**config.mk**
```make
export PLATFORM = sky130hd
export DESIGN_NAME = jtag_shift_master
export DESIGN_NICKNAME = d
export VERILOG_FILES = /design/src/rtl/jtag_shift_master.sv
export SDC_FILE = /design/constraint.sdc
export NUM_CORES = 1
export LEC_CHECK = 0
export ABC_AREA = 1
export CAP_MARGIN = 20
export CORE_MARGIN = 5
export CORE_UTILIZATION = 50
export DETAILED_ROUTE_END_ITERATION = 12
export GPL_TIMING_DRIVEN = 0
export PLACE_DENSITY = 0.82
export SLEW_MARGIN = 20
export SYNTH_ARGS = -nofsm -noshare
export SYNTH_HDL_FRONTEND = slang
export SYNTH_SLANG_ARGS = --single-unit
```
**constraint.sdc**
```tcl
create_clock -name clk -period 5 [get_ports clk]
set_input_delay 0.75 -clock clk [delete_from_list [all_inputs] [get_ports clk]]
set_output_delay 0.75 -clock clk [all_outputs]
set_load 0.005 [all_outputs]
```
**src/rtl/jtag_shift_master.sv**
```systemverilog
// JTAG host: turns reset / IR scan / DR scan / idle commands into TCK/TMS/TDI
// waveforms and returns the TDO bits captured during the shift periods.
module jtag_shift_master #(
  parameter int CLK_DIV = 4,
  parameter int MAX_LEN = 64
) (
  input  logic               clk,
  input  logic               rst,
  input  logic               cmd_valid,
  output logic               cmd_ready,
  input  logic [1:0]         cmd_type,
  input  logic [6:0]         cmd_len,
  input  logic [MAX_LEN-1:0] cmd_data,
  output logic               rsp_valid,
  input  logic               rsp_ready,
  output logic [MAX_LEN-1:0] rsp_data,
  output logic               jtag_tck,
  output logic               jtag_tms,
  output logic               jtag_tdi,
  input  logic               jtag_tdo
);

  localparam int DW = (CLK_DIV > 1) ? $clog2(CLK_DIV) : 1;
  localparam logic [DW-1:0] DIV_LAST = DW'(CLK_DIV - 1);
  localparam logic [6:0]    LEN_MAX  = 7'(MAX_LEN);

  localparam logic [1:0] S_IDLE = 2'd0, S_RUN = 2'd1, S_DONE = 2'd2;
  localparam logic [1:0] T_RST = 2'd0, T_IR = 2'd1, T_DR = 2'd2, T_IDLE = 2'd3;

  logic [1:0]         state_q, state_d;
  logic [1:0]         type_q, type_d;
  logic [6:0]         len_q, len_d;
  logic [MAX_LEN-1:0] data_q, data_d;
  logic [6:0]         last_q, last_d;
  logic [6:0]         per_q, per_d;
  logic [DW-1:0]      div_q, div_d;
  logic               phase_q, phase_d;
  logic               tck_q, tck_d;
  logic               tms_q, tms_d;
  logic               tdi_q, tdi_d;
  logic               rsp_valid_q, rsp_valid_d;
  logic [MAX_LEN-1:0] rsp_data_q, rsp_data_d;

  logic [6:0] len_clamp;
  logic [6:0] pre_len;
  logic [6:0] shift_k;
  logic       shift_now;

  // TMS/TDI for period p of a command, straight from the TAP path it walks.
  function automatic logic [1:0] drive(input logic [1:0] typ, input logic [6:0] len,
                                       input logic [MAX_LEN-1:0] data, input logic [6:0] p);
    logic [6:0] pre;
    logic [6:0] k;
    logic       tms;
    logic       tdi;
    tms = 1'b0;
    tdi = 1'b0;
    pre = (typ == T_IR) ? 7'd4 : 7'd3;
    k   = p - pre;
    case (typ)
      T_RST:  tms = (p < 7'd5);
      T_IDLE: tms = 1'b0;
      default: begin
        if (p < pre) begin
          tms = (typ == T_IR) ? (p < 7'd2) : (p == 7'd0);
        end else if (k < len) begin
          tms = (k == len - 7'd1);
          tdi = |(data & (MAX_LEN'(1) << k));
        end else begin
          tms = (k == len);
        end
      end
    endcase
    return {tms, tdi};
  endfunction

  assign len_clamp = (cmd_len == 7'd0) ? 7'd1 : ((cmd_len > LEN_MAX) ? LEN_MAX : cmd_len);
  assign pre_len   = (type_q == T_IR) ? 7'd4 : 7'd3;
  assign shift_k   = per_q - pre_len;
  assign shift_now = ((type_q == T_IR) || (type_q == T_DR)) &&
                     (per_q >= pre_len) && (shift_k < len_q);

  always_comb begin
    state_d     = state_q;
    type_d      = type_q;
    len_d       = len_q;
    data_d      = data_q;
    last_d      = last_q;
    per_d       = per_q;
    div_d       = div_q;
    phase_d     = phase_q;
    tck_d       = tck_q;
    tms_d       = tms_q;
    tdi_d       = tdi_q;
    rsp_valid_d = rsp_valid_q;
    rsp_data_d  = rsp_data_q;
    case (state_q)
      S_IDLE: begin
        if (cmd_valid) begin
          type_d     = cmd_type;
          len_d      = len_clamp;
          data_d     = cmd_data;
          per_d      = 7'd0;
          div_d      = '0;
          phase_d    = 1'b0;
          rsp_data_d = '0;
          // last_d holds N-1, the index of the final TCK period
          case (cmd_type)
            T_RST:   last_d = 7'd5;
            T_IR:    last_d = len_clamp + 7'd5;
            T_DR:    last_d = len_clamp + 7'd4;
            default: last_d = len_clamp - 7'd1;
          endcase
          {tms_d, tdi_d} = drive(cmd_type, len_clamp, cmd_data, 7'd0);
          state_d = S_RUN;
        end
      end
      S_RUN: begin
        div_d = (div_q == DIV_LAST) ? '0 : div_q + 1'b1;
        if (div_q == DIV_LAST) begin
          phase_d = ~phase_q;
          if (!phase_q) begin
            // rising TCK edge: TDO is captured on this same clk edge
            tck_d = 1'b1;
            if (shift_now) rsp_data_d = rsp_data_q | (MAX_LEN'(jtag_tdo) << shift_k);
          end else begin
            tck_d = 1'b0;
            if (per_q == last_q) begin
              state_d     = S_DONE;
              rsp_valid_d = 1'b1;
            end else begin
              per_d          = per_q + 7'd1;
              {tms_d, tdi_d} = drive(type_q, len_q, data_q, per_q + 7'd1);
            end
          end
        end
      end
      S_DONE: begin
        if (rsp_ready) begin
          rsp_valid_d = 1'b0;
          state_d     = S_IDLE;
        end
      end
      default: state_d = S_IDLE;
    endcase
  end

  always_ff @(posedge clk) begin
    if (rst) begin
      state_q     <= S_IDLE;
      type_q      <= T_RST;
      len_q       <= 7'd1;
      data_q      <= '0;
      last_q      <= 7'd0;
      per_q       <= 7'd0;
      div_q       <= '0;
      phase_q     <= 1'b0;
      tck_q       <= 1'b0;
      tms_q       <= 1'b1;
      tdi_q       <= 1'b0;
      rsp_valid_q <= 1'b0;
      rsp_data_q  <= '0;
    end else begin
      state_q     <= state_d;
      type_q      <= type_d;
      len_q       <= len_d;
      data_q      <= data_d;
      last_q      <= last_d;
      per_q       <= per_d;
      div_q       <= div_d;
      phase_q     <= phase_d;
      tck_q       <= tck_d;
      tms_q       <= tms_d;
      tdi_q       <= tdi_d;
      rsp_valid_q <= rsp_valid_d;
      rsp_data_q  <= rsp_data_d;
    end
  end

  assign cmd_ready = (state_q == S_IDLE) && !rst;
  assign rsp_valid = rsp_valid_q;
  assign rsp_data  = rsp_data_q;
  assign jtag_tck  = tck_q;
  assign jtag_tms  = tms_q;
  assign jtag_tdi  = tdi_q;

endmodule

```
-- Word level (Yosys, flattened, before mapping)
Cells that the tools add are included.
- input port bits: 78
- flip-flop bits (word level): 160
- output and inout bits: 69
- word-level logic and storage cells: 140
- shifts and indexed selects: 3
- order comparisons: 9
- equal/unequal tests: 22
- reductions and logical operators: 24
- muxes and demuxes: 56
- bitwise operators: 4
- add/sub/neg operators: 9
- operators by type and width (operator ; count):
    $mux 64 ; 4
    $and 64x64->64 ; 2
    $pmux 64 s2 ; 1
    $reduce_or 64->1 ; 2
    $shl 1x7->64 const A ; 2
    $or 64x64->64 ; 1
    $shl 1x7->64 ; 1
    $mux 7 ; 6
    $eq 7x7->1 ; 5
    $mux 1 ; 26
    $lt 7x7->1 ; 3
    $pmux 7 s3 ; 1
    $reduce_and 5->1 ; 4
    $ne 2x2->1 const B ; 8
    $add 7x3->7 const B ; 2
    $logic_not 7->1 ; 2
    $mux 2 ; 7
    $pmux 7 s2 ; 1
    $sub 7x1->7 const B ; 2
    $eq 2x2->1 const B ; 6
    $pmux 1 s2 ; 6
    $add 7x1->7 const B ; 1
    $ge 7x7->1 ; 1
    $gt 7x7->1 const B ; 1
    21 further kinds ; 32

-- Logic depth before layout (Yosys ltp)
- word-level depth: 13
- depth in mapped cells: 29
- depth with buffers taken out: 27

-- Least setup slack after synthesis
Ideal clock, no wire load.
- path type: reg2reg
- start: register type_q[1]
- end: register rsp_data_q[10], in the netlist rsp_data[10]
- data arrival time: 3.491 ns
- required time: 4.935 ns
- period minus slack after synthesis: 3.556 ns
- cell stages (with the launch flop): 22
- path slack: 1.444 ns
- buffers on the path: 2
- path through: dfxtp_1 > inv_1 > ha_1 > inv_1 > ha_1 > inv_1 > fa_1 > nand2_1 > nand2_1 > xor2_1 > buf_2 > ha_1 > nand2_1 > inv_1 > o21ai_0 > nand2_1 > a41oi_1 > a31oi_1 > nor2_2 > buf_2 > a21oi_1 > nor2_1
- cells in the longest elaborated chain, start to end: 9
- ends and longest elaborated chain (what ; line ; source):
    start, declared ; 31 ; logic [1:0] type_q, type_d;
    start signal, assigned ; 165 ; type_q <= type_d;
    parallel branches: the longest is 9 deep, another holds $sub 7x7->7 ; n/a ;
    end signal, assigned ; 176 ; rsp_data_q <= rsp_data_d;
    end, declared ; 42 ; logic [MAX_LEN-1:0] rsp_data_q, rsp_data_d;
Parallel ways; which one is timed is not known. The select of a mux whose other input is x is not followed.
A chain may end at the register's enable or synchronous reset.

-- Worst setup path after layout
- start: register type_q[1]
- end: register rsp_data_q[58], in the netlist rsp_data[58]
Same word-level chain as after synthesis.

==> flow_summary.json <==
{
  "synthToLayoutAreaGrowth_pct": 29.3,
  "hp-class": "reg -> reg",
  "setup_viol": 0,
  "worstSetupPathType": "reg -> reg",
  "power_density_nw_per_um2": 371,
  "numCtsBuffers": 17,
  "finClkSkew_ns": 0.00864,
  "io_buffer_count": 145,
  "cts_resized": 0,
  "rows": 46,
  "timing.hold.ws_ns": 0.456,
  "placed_cell_area_um2": 9690,
  "fin_setup_tns_ns": 0,
  "fmax_mhz": 215,
  "gp_congestion": 0.949,
  "worstRegToRegCells": 21,
  "ff_latch_area_um2": 3200,
  "cts.sinks": 160,
  "power_leakage_nw": 4.21,
  "drive_gt1_share_pct": 6.83,
  "cp.required_ns": 5.38,
  "layout_commonest_cell": "nor2_1",
  "ys_seq_area_share_pct": 40.2,
  "syn_area_per_cell_um2": 7.47,
  "cts_post_setup_buffers_inserted": 0,
  "h-tree-depth": 4,
  "multiInputGateArea_um2": 4160,
  "start_util_pct": 50.6,
  "min_period_over_period_pct": 92.9,
  "slew_headroom_pct": 49.5,
  "max_cap_violations": 0,
  "clk_pin_slew_ns": 0.07,
  "cts-root-buf": "clkbuf_16",
  "ir_drop_mv": 0.313,
  "finalNonFillerCells": 1460,
  "cp-end-kind": "flip-flop",
  "mostFrequentLayoutCells": "nor2_1, dfxtp_1, clkdlybuf4s50_1",
  "stdcell_area_um2": 10300,
  "vias": 7943,
  "ant_nets": 0,
  "syn_area_um2": 7970,
  "via_per_inst": 5.44,
  "ys_warn_count": 0,
  "initialDrtViolationCount": 759,
  "synthCells": 1067,
  "antenna_found_initial": 0,
  "synth_nets": 1178,
  "firstDrtPassIters": 6,
  "core_area_um2": 15800,
  "die_x_um": 136,
  "postCtsHoldBufs": 0,
  "outcome": "finished, final reports clean",
  "grt_use_total_pct": 26.1,
  "whs_path_depth": 2,
  "ys_seq_elements": 160,
  "dieHeight_um": 136,
  "io_pins": 147,
  "critical_path_arrival_ns": 5.02,
  "insertion_delay_ns": 0.44,
  "max_slew.worst_pin.slew_ns": 0.755,
  "fillCellCount": 1363,
  "grt_max_degree": 19,
  "routed_wl_mm": 24.3,
  "crit_path_start_kind": "flip-flop",
  "drc": 0,
  "fp.dieArea_um2": 18600,
  "diodes": 0,
  "grt_setup_unrepaired": "false",
  "grt_pass1_wl_mm": 38.2,
  "crit_fanout": 10,
  "hold_viol_final": 0,
  "wire_per_inst_um": 16.6,
  "clk_path_buf_depth": 2,
  "slew_violations": 0,
  "cts_tree": "yes",
  "post-place-cells": 1428,
  "hpwl_mm": 17.8,
  "synth_cell_types": 42,
  "final_util_pct": 65.4,
  "grt_overflow": 0,
  "min_period_ns": 4.64,
  "grt_pass1_vias": 7504,
  "nets": 1342
}
==> critical path, stage by stage, from the launching register on <==
cell and delay, ns:
dfxtp_1 0.31, inv_1 0.08, ha_1 0.25, inv_1 0.19
ha_1 0.22, inv_1 0.06, fa_1 0.39, nand2_1 0.12
nand2_1 0.08, xor2_1 0.60, buf_2 0.34, ha_1 0.28
nand2_1 0.07, inv_1 0.03, o21ai_0 0.13, nand2_1 0.06
a41oi_1 0.27, a31oi_1 0.15, nor2_2 0.39, buf_2 0.31
a21oi_1 0.12, nor2_1 0.11
==> Yosys cell counts, drive strengths merged <==
master	instances	share of area, %
a211oi	7	0.72
a21boi	1	0.094
a21oi	95	6.0
a22o	61	6.7
a22oi	1	0.094
a31oi	2	0.16
a41oi	1	0.11
buf	32	2.3
clkbuf	21	0.99
dfxtp	160	40
fa	2	0.50
ha	31	4.9
inv	92	4.4
nand2	136	6.6
nand3	95	6.0
nand3b	2	0.19
nand4	21	1.6
nor2	214	10
nor3	14	0.88
o2111ai	1	0.11
o211a	1	0.13
o211ai	10	0.94
o21ai	29	1.8
o21bai	1	0.094
o22ai	8	0.63
o31a	1	0.11
or2	4	0.31
xnor2	6	0.66
xor2	18	2.4
==> layer usage <==
metal | global-route usage [%] | wire length (µm) | vias to the layer above
met2 | 42.1 | 11300 | 331
met1 | 33.8 | 10400 | 3626
met3 | 5.37 | 1760 | 67
met4 | 11.2 | 862 | 0
met5 | 0 | 0 | -
li1 | - | - | 3919
==> power breakdown <==
group | total [mW] | switching [mW] | internal (mW)
Clock | 1.34 | 0.620 | 0.721
Combinational | 1.09 | 0.714 | 0.377
Sequential | 1.39 | 0.0508 | 1.34
Total | 3.83 | 1.38 | 2.44
==> metrics by stage <==
stage / total power [mW] / setup slack [ns]
final: 3.83 / 0.357
after detailed placement: 2.48 / 0.536
after floorplan: 2.16 / 1.44
after global routing: 4.01 / 0.00723
after global placement: 2.46 / 0.606
after CTS: 3.81 / 0.417
==> final timing paths <==
| kind | start | endpoint | slack, ns |
|---|---|---|---|
| worst max-delay path | type_q[1] | rsp_data[58] | 0.36 |
| worst min register to register | rsp_valid | rsp_valid | 0.46 |
| worst min-delay path | rsp_valid | rsp_valid | 0.46 |
| worst max register to register | type_q[1] | rsp_data[58] | 0.36 |
==> cells by family after synthesis <==
family | share of synthesized area [%]
and+or+nand+nor | 26.1
xor gates and xnor gates | 3.06
DFF | 40.2
buffers and inverters | 7.63
AOI/OAI and AO/OA | 17.7
adders and majority gates | 5.37
==> layout make-up <==
cell class	instances	area share, %
Clock buffer	17	4.13
Clock inverter	15	1.86
Inverter	92	3.37
Multi-Input combinational cell	762	40.4
Tap cell	216	2.62
Timing Repair Buffer	145	14.1
Sequential cell	160	31.1
Buffer	53	2.52
==> sequential cells by signal, indices dropped and copies added (netlist names) <==
| register | flops |
|---|---|
| data_q | 64 |
| rsp_data | 64 |
| last_q | 7 |
| len_q | 7 |
| per_q | 7 |
| div_q | 2 |
| state_q | 2 |
| type_q | 2 |
| jtag_tck | 1 |
| jtag_tdi | 1 |
| jtag_tms | 1 |
| phase_q | 1 |
| rsp_valid | 1 |
No activity file was read; power rests on OpenSTA's default activity.
